--- config.mk ---
export PLATFORM = sky130hd
export DESIGN_NAME = axi_lite_traffic_gen_flat
export DESIGN_NICKNAME = d
export VERILOG_FILES = /design/src/rtl/axi_lite_pkg.sv /design/src/rtl/axi_lite_traffic_gen_if.sv /design/src/rtl/axi_tg_watchdog.sv /design/src/rtl/axi_lite_traffic_gen.sv /design/src/flat_wrapper.sv
export SDC_FILE = /design/constraint.sdc
export NUM_CORES = 1
export LEC_CHECK = 0
export CAP_MARGIN = 20
export CORE_ASPECT_RATIO = 0.6
export CORE_MARGIN = 2
export CORE_UTILIZATION = 39
export CTS_CLUSTER_SIZE = 30
export DETAILED_ROUTE_END_ITERATION = 8
export PLACE_DENSITY = 0.78
export SYNTH_ARGS = -nofsm -noshare
export SYNTH_HDL_FRONTEND = slang
export SYNTH_SLANG_ARGS = --single-unit
--- constraint.sdc ---
create_clock -name clk -period 3.2 [get_ports clk]
set_clock_uncertainty 0.2 [all_clocks]
set_input_delay 0.32 -clock clk [delete_from_list [all_inputs] [get_ports clk]]
set_output_delay 0.32 -clock clk [all_outputs]
set_load 0.1 [all_outputs]
--- src/rtl/axi_lite_pkg.sv ---
// Shared AXI4-Lite response encodings and the traffic generator FSM state type.
package axi_lite_pkg;

  localparam logic [1:0] RESP_OKAY   = 2'b00;
  localparam logic [1:0] RESP_SLVERR = 2'b10;

  typedef enum logic [2:0] {
    IDLE,
    WR_REQ,
    WR_RESP,
    RD_REQ,
    RD_RESP,
    FIN
  } tg_state_e;

endpackage

--- src/rtl/axi_lite_traffic_gen_if.sv ---
// AXI4-Lite bus bundle; master drives requests/payloads, slave drives readies/responses.
interface axi_lite_traffic_gen_if #(
  parameter int ADDR_WIDTH = 32,
  parameter int DATA_WIDTH = 32
);

  logic [ADDR_WIDTH-1:0]   awaddr;
  logic                    awvalid;
  logic                    awready;
  logic [DATA_WIDTH-1:0]   wdata;
  logic [DATA_WIDTH/8-1:0] wstrb;
  logic                    wvalid;
  logic                    wready;
  logic [1:0]              bresp;
  logic                    bvalid;
  logic                    bready;
  logic [ADDR_WIDTH-1:0]   araddr;
  logic                    arvalid;
  logic                    arready;
  logic [DATA_WIDTH-1:0]   rdata;
  logic [1:0]              rresp;
  logic                    rvalid;
  logic                    rready;

  modport master (
    output awaddr, awvalid, wdata, wstrb, wvalid, bready, araddr, arvalid, rready,
    input  awready, wready, bresp, bvalid, arready, rdata, rresp, rvalid
  );

  modport slave (
    input  awaddr, awvalid, wdata, wstrb, wvalid, bready, araddr, arvalid, rready,
    output awready, wready, bresp, bvalid, arready, rdata, rresp, rvalid
  );

endinterface

--- src/rtl/axi_tg_watchdog.sv ---
// Handshake wait counter: counts while start is high, clear restarts it; expired once
// TIMEOUT_CYC wait cycles have elapsed without a clear.
module axi_tg_watchdog #(
  parameter int TIMEOUT_CYC = 256
) (
  input  logic clk,
  input  logic rst,
  input  logic start,
  input  logic clear,
  output logic expired
);

  localparam int CNT_W = $clog2(TIMEOUT_CYC + 1) + 1;

  logic [CNT_W-1:0] cnt_q, cnt_d;

  assign expired = (cnt_q >= CNT_W'(TIMEOUT_CYC));

  always_comb begin
    cnt_d = cnt_q;
    if (clear) begin
      cnt_d = '0;
    end else if (start && !expired) begin
      cnt_d = cnt_q + 1'b1;
    end
  end

  always_ff @(posedge clk) begin
    if (rst) begin
      cnt_q <= '0;
    end else begin
      cnt_q <= cnt_d;
    end
  end

endmodule

--- src/rtl/axi_lite_traffic_gen.sv ---
// AXI4-Lite traffic generator: writes SEED^i to NUM_WORDS words, reads back and counts errors.
// Registered outputs, valids held until handshake; AXI_TG_STRB_EN adds a byte-strobe write pass.
module axi_lite_traffic_gen
  import axi_lite_pkg::*;
#(
  parameter int                    ADDR_WIDTH  = 32,
  parameter int                    DATA_WIDTH  = 32,
  parameter int                    NUM_WORDS   = 16,
  parameter logic [ADDR_WIDTH-1:0] BASE_ADDR   = '0,
  parameter logic [31:0]           SEED        = 32'hDEADBEEF,
  parameter int                    TIMEOUT_CYC = 256
) (
  input  logic                  clk,
  input  logic                  rst,
  input  logic                  start,
  output logic                  busy,
  output logic                  done,
  output logic                  pass,
  output logic                  timeout,
  output logic [15:0]           err_count,
  output logic [ADDR_WIDTH-1:0] first_err_addr,
  axi_lite_traffic_gen_if.master m_axi
);

  localparam int STRB_W = DATA_WIDTH / 8;
  localparam int IDX_W  = (NUM_WORDS > 1) ? $clog2(NUM_WORDS) : 1;
  localparam logic [IDX_W-1:0] LAST_IDX = IDX_W'(NUM_WORDS - 1);

  function automatic logic [ADDR_WIDTH-1:0] addr_of(input logic [IDX_W-1:0] i);
    return BASE_ADDR + ADDR_WIDTH'(i) * ADDR_WIDTH'(STRB_W);
  endfunction

  function automatic logic [DATA_WIDTH-1:0] pat_of(input logic [IDX_W-1:0] i);
    return DATA_WIDTH'(SEED) ^ DATA_WIDTH'(i);
  endfunction

`ifdef AXI_TG_STRB_EN
  function automatic int unsigned byte_sel(input logic [IDX_W-1:0] i);
    return 32'(i) % 32'(STRB_W);
  endfunction

  function automatic logic [STRB_W-1:0] strb_of(input logic [IDX_W-1:0] i);
    return STRB_W'(1) << byte_sel(i);
  endfunction

  // Memory holds pat(i) from the first pass with one byte overwritten by ~pat(i).
  function automatic logic [DATA_WIDTH-1:0] exp_of(input logic [IDX_W-1:0] i);
    logic [DATA_WIDTH-1:0] p;
    int unsigned           b;
    p = pat_of(i);
    b = byte_sel(i);
    p[b*8 +: 8] = ~p[b*8 +: 8];
    return p;
  endfunction
`else
  function automatic logic [DATA_WIDTH-1:0] exp_of(input logic [IDX_W-1:0] i);
    return pat_of(i);
  endfunction
`endif

  tg_state_e             state_q, state_d;
  logic [IDX_W-1:0]      idx_q, idx_d;
`ifdef AXI_TG_STRB_EN
  logic                  strb_phase_q, strb_phase_d;
`endif
  logic                  awvalid_q, awvalid_d, wvalid_q, wvalid_d, bready_q, bready_d;
  logic                  arvalid_q, arvalid_d, rready_q, rready_d;
  logic [ADDR_WIDTH-1:0] awaddr_q, awaddr_d, araddr_q, araddr_d;
  logic [DATA_WIDTH-1:0] wdata_q, wdata_d;
  logic [STRB_W-1:0]     wstrb_q, wstrb_d;
  logic                  busy_q, busy_d, done_q, done_d, pass_q, pass_d, timeout_q, timeout_d;
  logic [15:0]           err_count_q, err_count_d;
  logic [ADDR_WIDTH-1:0] first_err_q, first_err_d;

  logic                  aw_hs, w_hs, wd_run, wd_clear, wd_expired;
  logic                  load_wr, load_rd, fin_enter, err_evt;
  logic [ADDR_WIDTH-1:0] err_addr;

  axi_tg_watchdog #(.TIMEOUT_CYC(TIMEOUT_CYC)) u_watchdog (
    .clk     (clk),
    .rst     (rst),
    .start   (wd_run),
    .clear   (wd_clear),
    .expired (wd_expired)
  );

  always_comb begin
    state_d     = state_q;
    idx_d       = idx_q;
`ifdef AXI_TG_STRB_EN
    strb_phase_d = strb_phase_q;
`endif
    awvalid_d   = awvalid_q;
    wvalid_d    = wvalid_q;
    bready_d    = bready_q;
    arvalid_d   = arvalid_q;
    rready_d    = rready_q;
    awaddr_d    = awaddr_q;
    araddr_d    = araddr_q;
    wdata_d     = wdata_q;
    wstrb_d     = wstrb_q;
    busy_d      = busy_q;
    done_d      = done_q;
    pass_d      = pass_q;
    timeout_d   = timeout_q;
    err_count_d = err_count_q;
    first_err_d = first_err_q;
    aw_hs       = awvalid_q && m_axi.awready;
    w_hs        = wvalid_q && m_axi.wready;
    wd_run      = 1'b0;
    wd_clear    = 1'b0;
    load_wr     = 1'b0;
    load_rd     = 1'b0;
    fin_enter   = 1'b0;
    err_evt     = 1'b0;
    err_addr    = '0;

    case (state_q)
      IDLE, FIN: begin
        if (start) begin
          state_d     = WR_REQ;
          idx_d       = '0;
`ifdef AXI_TG_STRB_EN
          strb_phase_d = 1'b0;
`endif
          busy_d      = 1'b1;
          done_d      = 1'b0;
          pass_d      = 1'b0;
          timeout_d   = 1'b0;
          err_count_d = '0;
          first_err_d = '0;
          load_wr     = 1'b1;
          wd_clear    = 1'b1;
        end
      end
      WR_REQ: begin
        wd_run = 1'b1;
        if (aw_hs) awvalid_d = 1'b0;
        if (w_hs)  wvalid_d  = 1'b0;
        if (aw_hs || w_hs) wd_clear = 1'b1;
        if ((!awvalid_q || aw_hs) && (!wvalid_q || w_hs)) begin
          state_d  = WR_RESP;
          bready_d = 1'b1;
        end
      end
      WR_RESP: begin
        wd_run = 1'b1;
        if (m_axi.bvalid) begin
          bready_d = 1'b0;
          wd_clear = 1'b1;
          if (m_axi.bresp != RESP_OKAY) begin
            err_evt  = 1'b1;
            err_addr = awaddr_q;
          end
          if (idx_q != LAST_IDX) begin
            idx_d   = idx_q + 1'b1;
            load_wr = 1'b1;
            state_d = WR_REQ;
          end
`ifdef AXI_TG_STRB_EN
          else if (!strb_phase_q) begin
            idx_d        = '0;
            strb_phase_d = 1'b1;
            load_wr      = 1'b1;
            state_d      = WR_REQ;
          end
`endif
          else begin
            idx_d   = '0;
            load_rd = 1'b1;
            state_d = RD_REQ;
          end
        end
      end
      RD_REQ: begin
        wd_run = 1'b1;
        if (m_axi.arready) begin
          arvalid_d = 1'b0;
          rready_d  = 1'b1;
          wd_clear  = 1'b1;
          state_d   = RD_RESP;
        end
      end
      RD_RESP: begin
        wd_run = 1'b1;
        if (m_axi.rvalid) begin
          rready_d = 1'b0;
          wd_clear = 1'b1;
          if (m_axi.rresp != RESP_OKAY || m_axi.rdata != exp_of(idx_q)) begin
            err_evt  = 1'b1;
            err_addr = araddr_q;
          end
          if (idx_q != LAST_IDX) begin
            idx_d   = idx_q + 1'b1;
            load_rd = 1'b1;
            state_d = RD_REQ;
          end else begin
            fin_enter = 1'b1;
          end
        end
      end
      default: state_d = IDLE;
    endcase

    // A handshake landing in the expiry cycle still wins over the timeout.
    if (wd_run && wd_expired && !wd_clear) begin
      awvalid_d = 1'b0;
      wvalid_d  = 1'b0;
      bready_d  = 1'b0;
      arvalid_d = 1'b0;
      rready_d  = 1'b0;
      load_wr   = 1'b0;
      load_rd   = 1'b0;
      timeout_d = 1'b1;
      err_evt   = 1'b1;
      err_addr  = (state_q == RD_REQ || state_q == RD_RESP) ? araddr_q : awaddr_q;
      fin_enter = 1'b1;
    end

    if (load_wr) begin
      awvalid_d = 1'b1;
      wvalid_d  = 1'b1;
      awaddr_d  = addr_of(idx_d);
      wdata_d   = pat_of(idx_d);
      wstrb_d   = '1;
`ifdef AXI_TG_STRB_EN
      if (strb_phase_d) begin
        wdata_d = ~pat_of(idx_d);
        wstrb_d = strb_of(idx_d);
      end
`endif
    end

    if (load_rd) begin
      arvalid_d = 1'b1;
      araddr_d  = addr_of(idx_d);
    end

    if (err_evt) begin
      if (err_count_q == '0)       first_err_d = err_addr;
      if (err_count_q != 16'hFFFF) err_count_d = err_count_q + 16'd1;
    end

    if (fin_enter) begin
      state_d = FIN;
      busy_d  = 1'b0;
      done_d  = 1'b1;
      pass_d  = (err_count_d == '0) && !timeout_d;
    end
  end

  always_ff @(posedge clk) begin
    if (rst) begin
      state_q     <= IDLE;
      idx_q       <= '0;
`ifdef AXI_TG_STRB_EN
      strb_phase_q <= 1'b0;
`endif
      awvalid_q   <= 1'b0;
      wvalid_q    <= 1'b0;
      bready_q    <= 1'b0;
      arvalid_q   <= 1'b0;
      rready_q    <= 1'b0;
      awaddr_q    <= '0;
      araddr_q    <= '0;
      wdata_q     <= '0;
      wstrb_q     <= '1;
      busy_q      <= 1'b0;
      done_q      <= 1'b0;
      pass_q      <= 1'b0;
      timeout_q   <= 1'b0;
      err_count_q <= '0;
      first_err_q <= '0;
    end else begin
      state_q     <= state_d;
      idx_q       <= idx_d;
`ifdef AXI_TG_STRB_EN
      strb_phase_q <= strb_phase_d;
`endif
      awvalid_q   <= awvalid_d;
      wvalid_q    <= wvalid_d;
      bready_q    <= bready_d;
      arvalid_q   <= arvalid_d;
      rready_q    <= rready_d;
      awaddr_q    <= awaddr_d;
      araddr_q    <= araddr_d;
      wdata_q     <= wdata_d;
      wstrb_q     <= wstrb_d;
      busy_q      <= busy_d;
      done_q      <= done_d;
      pass_q      <= pass_d;
      timeout_q   <= timeout_d;
      err_count_q <= err_count_d;
      first_err_q <= first_err_d;
    end
  end

  assign busy           = busy_q;
  assign done           = done_q;
  assign pass           = pass_q;
  assign timeout        = timeout_q;
  assign err_count      = err_count_q;
  assign first_err_addr = first_err_q;

  assign m_axi.awvalid = awvalid_q;
  assign m_axi.awaddr  = awaddr_q;
  assign m_axi.wvalid  = wvalid_q;
  assign m_axi.wdata   = wdata_q;
  assign m_axi.wstrb   = wstrb_q;
  assign m_axi.bready  = bready_q;
  assign m_axi.arvalid = arvalid_q;
  assign m_axi.araddr  = araddr_q;
  assign m_axi.rready  = rready_q;

endmodule

--- src/flat_wrapper.sv ---
// flat-port wrapper written by rule: the top's interface ports become plain ports
module axi_lite_traffic_gen_flat import axi_lite_pkg::*;
#(
  parameter int                    ADDR_WIDTH  = 32,
  parameter int                    DATA_WIDTH  = 32,
  parameter int                    NUM_WORDS   = 16,
  parameter logic [ADDR_WIDTH-1:0] BASE_ADDR   = '0,
  parameter logic [31:0]           SEED        = 32'hDEADBEEF,
  parameter int                    TIMEOUT_CYC = 256
)
  (clk, rst, start, busy, done, pass, timeout, err_count, first_err_addr, m_axi_awaddr, m_axi_awvalid, m_axi_wdata, m_axi_wstrb, m_axi_wvalid, m_axi_bready, m_axi_araddr, m_axi_arvalid, m_axi_rready, m_axi_awready, m_axi_wready, m_axi_bresp, m_axi_bvalid, m_axi_arready, m_axi_rdata, m_axi_rresp, m_axi_rvalid);
  axi_lite_traffic_gen_if #(.ADDR_WIDTH(ADDR_WIDTH), .DATA_WIDTH(DATA_WIDTH)) m_axi_i ();
  input  logic clk;
  input  logic rst;
  input  logic start;
  output logic busy;
  output logic done;
  output logic pass;
  output logic timeout;
  output logic [15:0] err_count;
  output logic [ADDR_WIDTH-1:0] first_err_addr;
  output wire logic [$bits(m_axi_i.awaddr)-1:0] m_axi_awaddr;
  output wire logic [$bits(m_axi_i.awvalid)-1:0] m_axi_awvalid;
  output wire logic [$bits(m_axi_i.wdata)-1:0] m_axi_wdata;
  output wire logic [$bits(m_axi_i.wstrb)-1:0] m_axi_wstrb;
  output wire logic [$bits(m_axi_i.wvalid)-1:0] m_axi_wvalid;
  output wire logic [$bits(m_axi_i.bready)-1:0] m_axi_bready;
  output wire logic [$bits(m_axi_i.araddr)-1:0] m_axi_araddr;
  output wire logic [$bits(m_axi_i.arvalid)-1:0] m_axi_arvalid;
  output wire logic [$bits(m_axi_i.rready)-1:0] m_axi_rready;
  input wire logic [$bits(m_axi_i.awready)-1:0] m_axi_awready;
  input wire logic [$bits(m_axi_i.wready)-1:0] m_axi_wready;
  input wire logic [$bits(m_axi_i.bresp)-1:0] m_axi_bresp;
  input wire logic [$bits(m_axi_i.bvalid)-1:0] m_axi_bvalid;
  input wire logic [$bits(m_axi_i.arready)-1:0] m_axi_arready;
  input wire logic [$bits(m_axi_i.rdata)-1:0] m_axi_rdata;
  input wire logic [$bits(m_axi_i.rresp)-1:0] m_axi_rresp;
  input wire logic [$bits(m_axi_i.rvalid)-1:0] m_axi_rvalid;
  assign m_axi_awaddr = m_axi_i.awaddr;
  assign m_axi_awvalid = m_axi_i.awvalid;
  assign m_axi_wdata = m_axi_i.wdata;
  assign m_axi_wstrb = m_axi_i.wstrb;
  assign m_axi_wvalid = m_axi_i.wvalid;
  assign m_axi_bready = m_axi_i.bready;
  assign m_axi_araddr = m_axi_i.araddr;
  assign m_axi_arvalid = m_axi_i.arvalid;
  assign m_axi_rready = m_axi_i.rready;
  assign m_axi_i.awready = m_axi_awready;
  assign m_axi_i.wready = m_axi_wready;
  assign m_axi_i.bresp = m_axi_bresp;
  assign m_axi_i.bvalid = m_axi_bvalid;
  assign m_axi_i.arready = m_axi_arready;
  assign m_axi_i.rdata = m_axi_rdata;
  assign m_axi_i.rresp = m_axi_rresp;
  assign m_axi_i.rvalid = m_axi_rvalid;
  axi_lite_traffic_gen #(.ADDR_WIDTH(ADDR_WIDTH), .DATA_WIDTH(DATA_WIDTH), .NUM_WORDS(NUM_WORDS), .BASE_ADDR(BASE_ADDR), .SEED(SEED), .TIMEOUT_CYC(TIMEOUT_CYC)) u_core (.clk(clk), .rst(rst), .start(start), .busy(busy), .done(done), .pass(pass), .timeout(timeout), .err_count(err_count), .first_err_addr(first_err_addr), .m_axi(m_axi_i));
endmodule
==> load_flow_metrics.sql <==
INSERT INTO impl_metrics (metric_group, metric, value, unit) VALUES
('setup_path', 'crit_arrival', '3.19', 'ns'),
('logic_synthesis', 'syn_area', '0.00468', 'mm^2'),
('routing', 'mean_routed_wirelength_per_cell', '15.6', 'um'),
('layout', 'multi_input_comb_area', '0.00242', 'mm^2'),
('logic_synthesis', 'synth_warnings', '0', ''),
('setup_path', 'critPathMaxStageDelay', '0.54', 'ns'),
('sta', 'max_clock_freq', '320', 'MHz'),
('routing', 'vias', '4506', ''),
('sta', 'report.final.hold_viol_count', '0', ''),
('logic_synthesis', 'async_flop_share', '0', '%'),
('layout', 'n_fill_cell', '1075', ''),
('power', 'irDropWorstVdd', '0.366', 'mV'),
('sta', 'setup_viol', '0', ''),
('flow_run', 'max_cap_viol_count', '0', ''),
('floorplan', 'fp.coreArea', '0.0115', 'mm^2'),
('layout', 'ant_diodes', '0', ''),
('global_route', 'initial_antenna_violation_count', '0', ''),
('floorplan', 'die-area', '0.0129', 'mm^2'),
('logic_synthesis', 'synthesized_instance_count', '568', ''),
('logic_synthesis', 'avgSynthCellArea', '8.24', 'um^2'),
('layout', 'drive_gt1_share', '24.3', '%'),
('global_route', 'gr-usage-all-layers', '20.4', '%'),
('clocking', 'clock_tree_from_tritoncts', 'built', ''),
('sta', 'fin_ws', '0.0745', 'ns'),
('floorplan', 'fp-row-count', '30', ''),
('setup_path', 'crit_path_start_kind', 'input port', ''),
('global_route', 'global_route_met2_usage', '32.1', '%'),
('clocking', 'cts_root_buf', 'clkbuf_16', ''),
('clocking', 'clockBufferDepth', '2', ''),
('placement', 'place_congestion', '0.919', ''),
('logic_synthesis', 'synth_cell_type_count', '62', ''),
('global_route', 'first_pass_grt_wire_length', '21.1', 'mm'),
('setup_path', 'crit-reg2reg-launch', 'u_core.state_q[1]', ''),
('sta', 'final_min_period_over_clock_period', '97.7', '%'),
('setup_path', 'crit_path_start', 'm_axi_rvalid', ''),
('floorplan', 'dieWidth', '145', 'um'),
('floorplan', 'die-height', '88.9', 'um'),
('sta', 'worstMarginPinSlew', '0.989', 'ns'),
('floorplan', 'initial_utilization', '40.8', '%'),
('setup_path', 'worst_setup_path_end_kind', 'flop', ''),
('logic_synthesis', 'most_common_flop_cell_mapped_by_yosys', 'dfxtp_1', ''),
('routing', 'vias_per_cell', '5.08', ''),
('setup_path', 'critical-path-top-delay-family', 'compound AO/OA/AOI/OAI gates', ''),
('run_status', 'status', 'completed', ''),
('placement', 'dpl_worst_slack', '-0.392', 'ns'),
('setup_path', 'critical_path_peak_fanout', '4', ''),
('sta', 'timing.final.max_slew_violations', '0', ''),
('global_route', 'first_global_vias', '4092', ''),
('placement', 'port_buffers', '132', ''),
('placement', 'detailed_place_hpwl', '10.8', 'mm'),
('setup_path', 'cp.buffers_inverters', '2', ''),
('floorplan', 'design.portCount', '201', ''),
('layout', 'num-nets-final', '771', ''),
('setup_path', 'worst_path_max_delay_cell', 'or4_1', ''),
('sta', 'finalWorstPathRequiredPeriod', '3.13', 'ns'),
('setup_path', 'critPathRequiredTime', '3.27', 'ns'),
('clocking', 'tritoncts_num_sinks', '87', ''),
('worst_hold_path', 'min_path_type', 'reg2reg', ''),
('clocking', 'cts_inserted_buffers', '9', ''),
('clocking', 'clk_transition_reported_paths', '0.07', 'ns'),
('layout', 'syn_to_final_growth', '34.7', '%'),
('routing', 'detail-route-antenna-nets', '0', ''),
('layout', 'footprint_of_the_flip_flops_and_latches', '0.00177', 'mm^2'),
('global_route', 'grt_use_met3', '5.41', '%'),
('clocking', 'cts.htree.levels', '3', ''),
('global_route', 'top_usage_layer', 'met2', ''),
('global_route', 'grt-ovfl-total', '0', ''),
('clocking', 'worst_skew_pair.late_latency', '0.33', 'ns'),
('power', 'power.density_cell_area', '769', 'mW/mm^2'),
('setup_path', 'cells_along_the_critical_path', 'clkdlybuf4s50_1 > mux2_4 > a211o_1 > o41a_1 > buf_4 > and2_1 > a21o_1 > a311o_1 > or4_1 > o21ai_1', ''),
('routing', 'post-route-drc-count', '0', '');
==> metrics by stage <==
step                      hold slack [ns]  cell area, um^2  util [%]  cells  TNS (ns)
after floorplan                     0.223             4950         -    634         0
after global placement              0.233             5960      51.9    870     -2.43
after detailed placement            0.236             5960      51.9    870     -4.54
after CTS                           0.249             6270      54.6    886         0
after global routing                0.270             6310      54.9    887  -0.00290
final                               0.249             6310      54.9    887         0
==> cells by family after synthesis <==
logic type	Yosys count	synth area share [%]
other	2	0.160
and+or+nand+nor	219	24.1
DFF	87	37.2
adders and majority gates	5	1.34
xor gates and xnor gates	11	2.06
AOI/OAI and AO/OA	112	15.9
muxes	10	2.32
buffers and inverters	122	16.9
==> path summary, 6_finish.rpt <==
path | end | slack [ns] | cells past startpoint
worst max-delay path | u_core.pass | 0.07 | 10
worst min-delay path | u_core.u_watchdog.cnt_q[9] | 0.25 | 2
worst min register to register | u_core.u_watchdog.cnt_q[9] | 0.25 | 2
worst max register to register | u_core.pass | 0.09 | 10
==> sequential cells by signal, indices dropped and copies added (netlist names), 3 cells and up <==
| name | flops |
|---|---|
| u_core.u_watchdog.cnt_q | 10 |
| u_core.err_count | 16 |
| u_core.m_axi.wdata | 5 |
| u_core.idx_q | 4 |
| u_core.m_axi.araddr | 4 |
| u_core.state_q | 3 |
| u_core.m_axi.awaddr | 4 |
| u_core.first_err_addr | 32 |
==> cells in the mapped netlist (4+ instances only) <==
| cell | number | area (um^2) |
|---|---|---|
| nand4b_1 | 5 | 43.8 |
| nand2b_1 | 7 | 43.8 |
| a21oi_1 | 35 | 175 |
| or4_1 | 4 | 30.0 |
| a22oi_1 | 4 | 30.0 |
| ha_1 | 5 | 62.6 |
| inv_1 | 10 | 37.5 |
| mux2i_1 | 6 | 60.1 |
| nand4_1 | 15 | 93.8 |
| buf_4 | 87 | 653 |
| a211oi_1 | 11 | 82.6 |
| dfxtp_1 | 87 | 1740 |
| a22o_1 | 4 | 35.0 |
| xnor2_1 | 5 | 43.8 |
| xor2_1 | 6 | 52.6 |
| nor2_1 | 62 | 233 |
| nand3_1 | 13 | 65.1 |
| a31oi_1 | 5 | 31.3 |
| nor3_1 | 14 | 70.1 |
| and2_1 | 31 | 194 |
| o22ai_1 | 5 | 31.3 |
| nand2_1 | 38 | 143 |
| nor4_1 | 8 | 50.1 |
| o21ai_0 | 13 | 65.1 |
| o211ai_1 | 8 | 60.1 |
| clkbuf_1 | 23 | 86.3 |
| nor2b_1 | 7 | 43.8 |
==> power breakdown <==
group / leakage [nW] / switching, mW / internal [mW]
registers: 0.712 / 0.105 / 1.17
clock network: 0.157 / 0.448 / 0.640
logic: 1.78 / 1.93 / 0.559
==> cell usage in the layout (no fill, tap or decap), drive strengths merged, types with 4 or more instances in the layout <==
master and instances:
a21oi 35, nor4 8, xnor2 5, nor2 62
o21ai 14, a211oi 11, xor2 6, ha 5
buf 131, nand2b 7, nand4b 5, o22ai 5
clkbuf 10, clkdlybuf4s50 56, nor2b 7, mux2 4
and2 31, nor3 14, a31oi 5, a22oi 4
a22o 4, conb 68, nand4 15, mux2i 6
dfxtp 87, nand2 38, o211ai 8, inv 13
or4 4, nand3 13
==> final cells by class <==
| cell class | instances | share of cell area [%] |
|---|---|---|
| sequential | 87 | 28.0 |
| multi-input combinational | 425 | 38.4 |
| clock inverter | 6 | 1.19 |
| inverter | 10 | 0.595 |
| timing repair buffer | 189 | 24.8 |
| tap | 160 | 3.17 |
| clock buffer | 10 | 3.79 |
==> timing repair <==
item                                   CTS  global route
gates resized for setup                  1             9
pin swaps                                0             4
endpoints found under the hold margin    0             0
setup endpoints to repair                1             7
buffers inserted                         0             1
==> metal layers <==
layer  routed length (um)  share of wire [%]  vias to the layer above
li1                     -                  -                     2161
met5                    0                  0                        -
met2                 6150                 45                      227
met1                 6280                 46                     2102
met4                  124               0.90                        0
met3                 1250                9.1                       16
==> worst register-to-register path, delay by kind of cell, from the launching register on <==
| kind | cells | cell delay, ns |
|---|---|---|
| AOI/OAI and AO/OA | 5 | 1.30 |
| buffers and inverters | 2 | 0.31 |
| and+or+nand+nor | 3 | 0.88 |
| DFF | 1 | 0.37 |
Note: power is estimated with default switching activity, not from simulation.
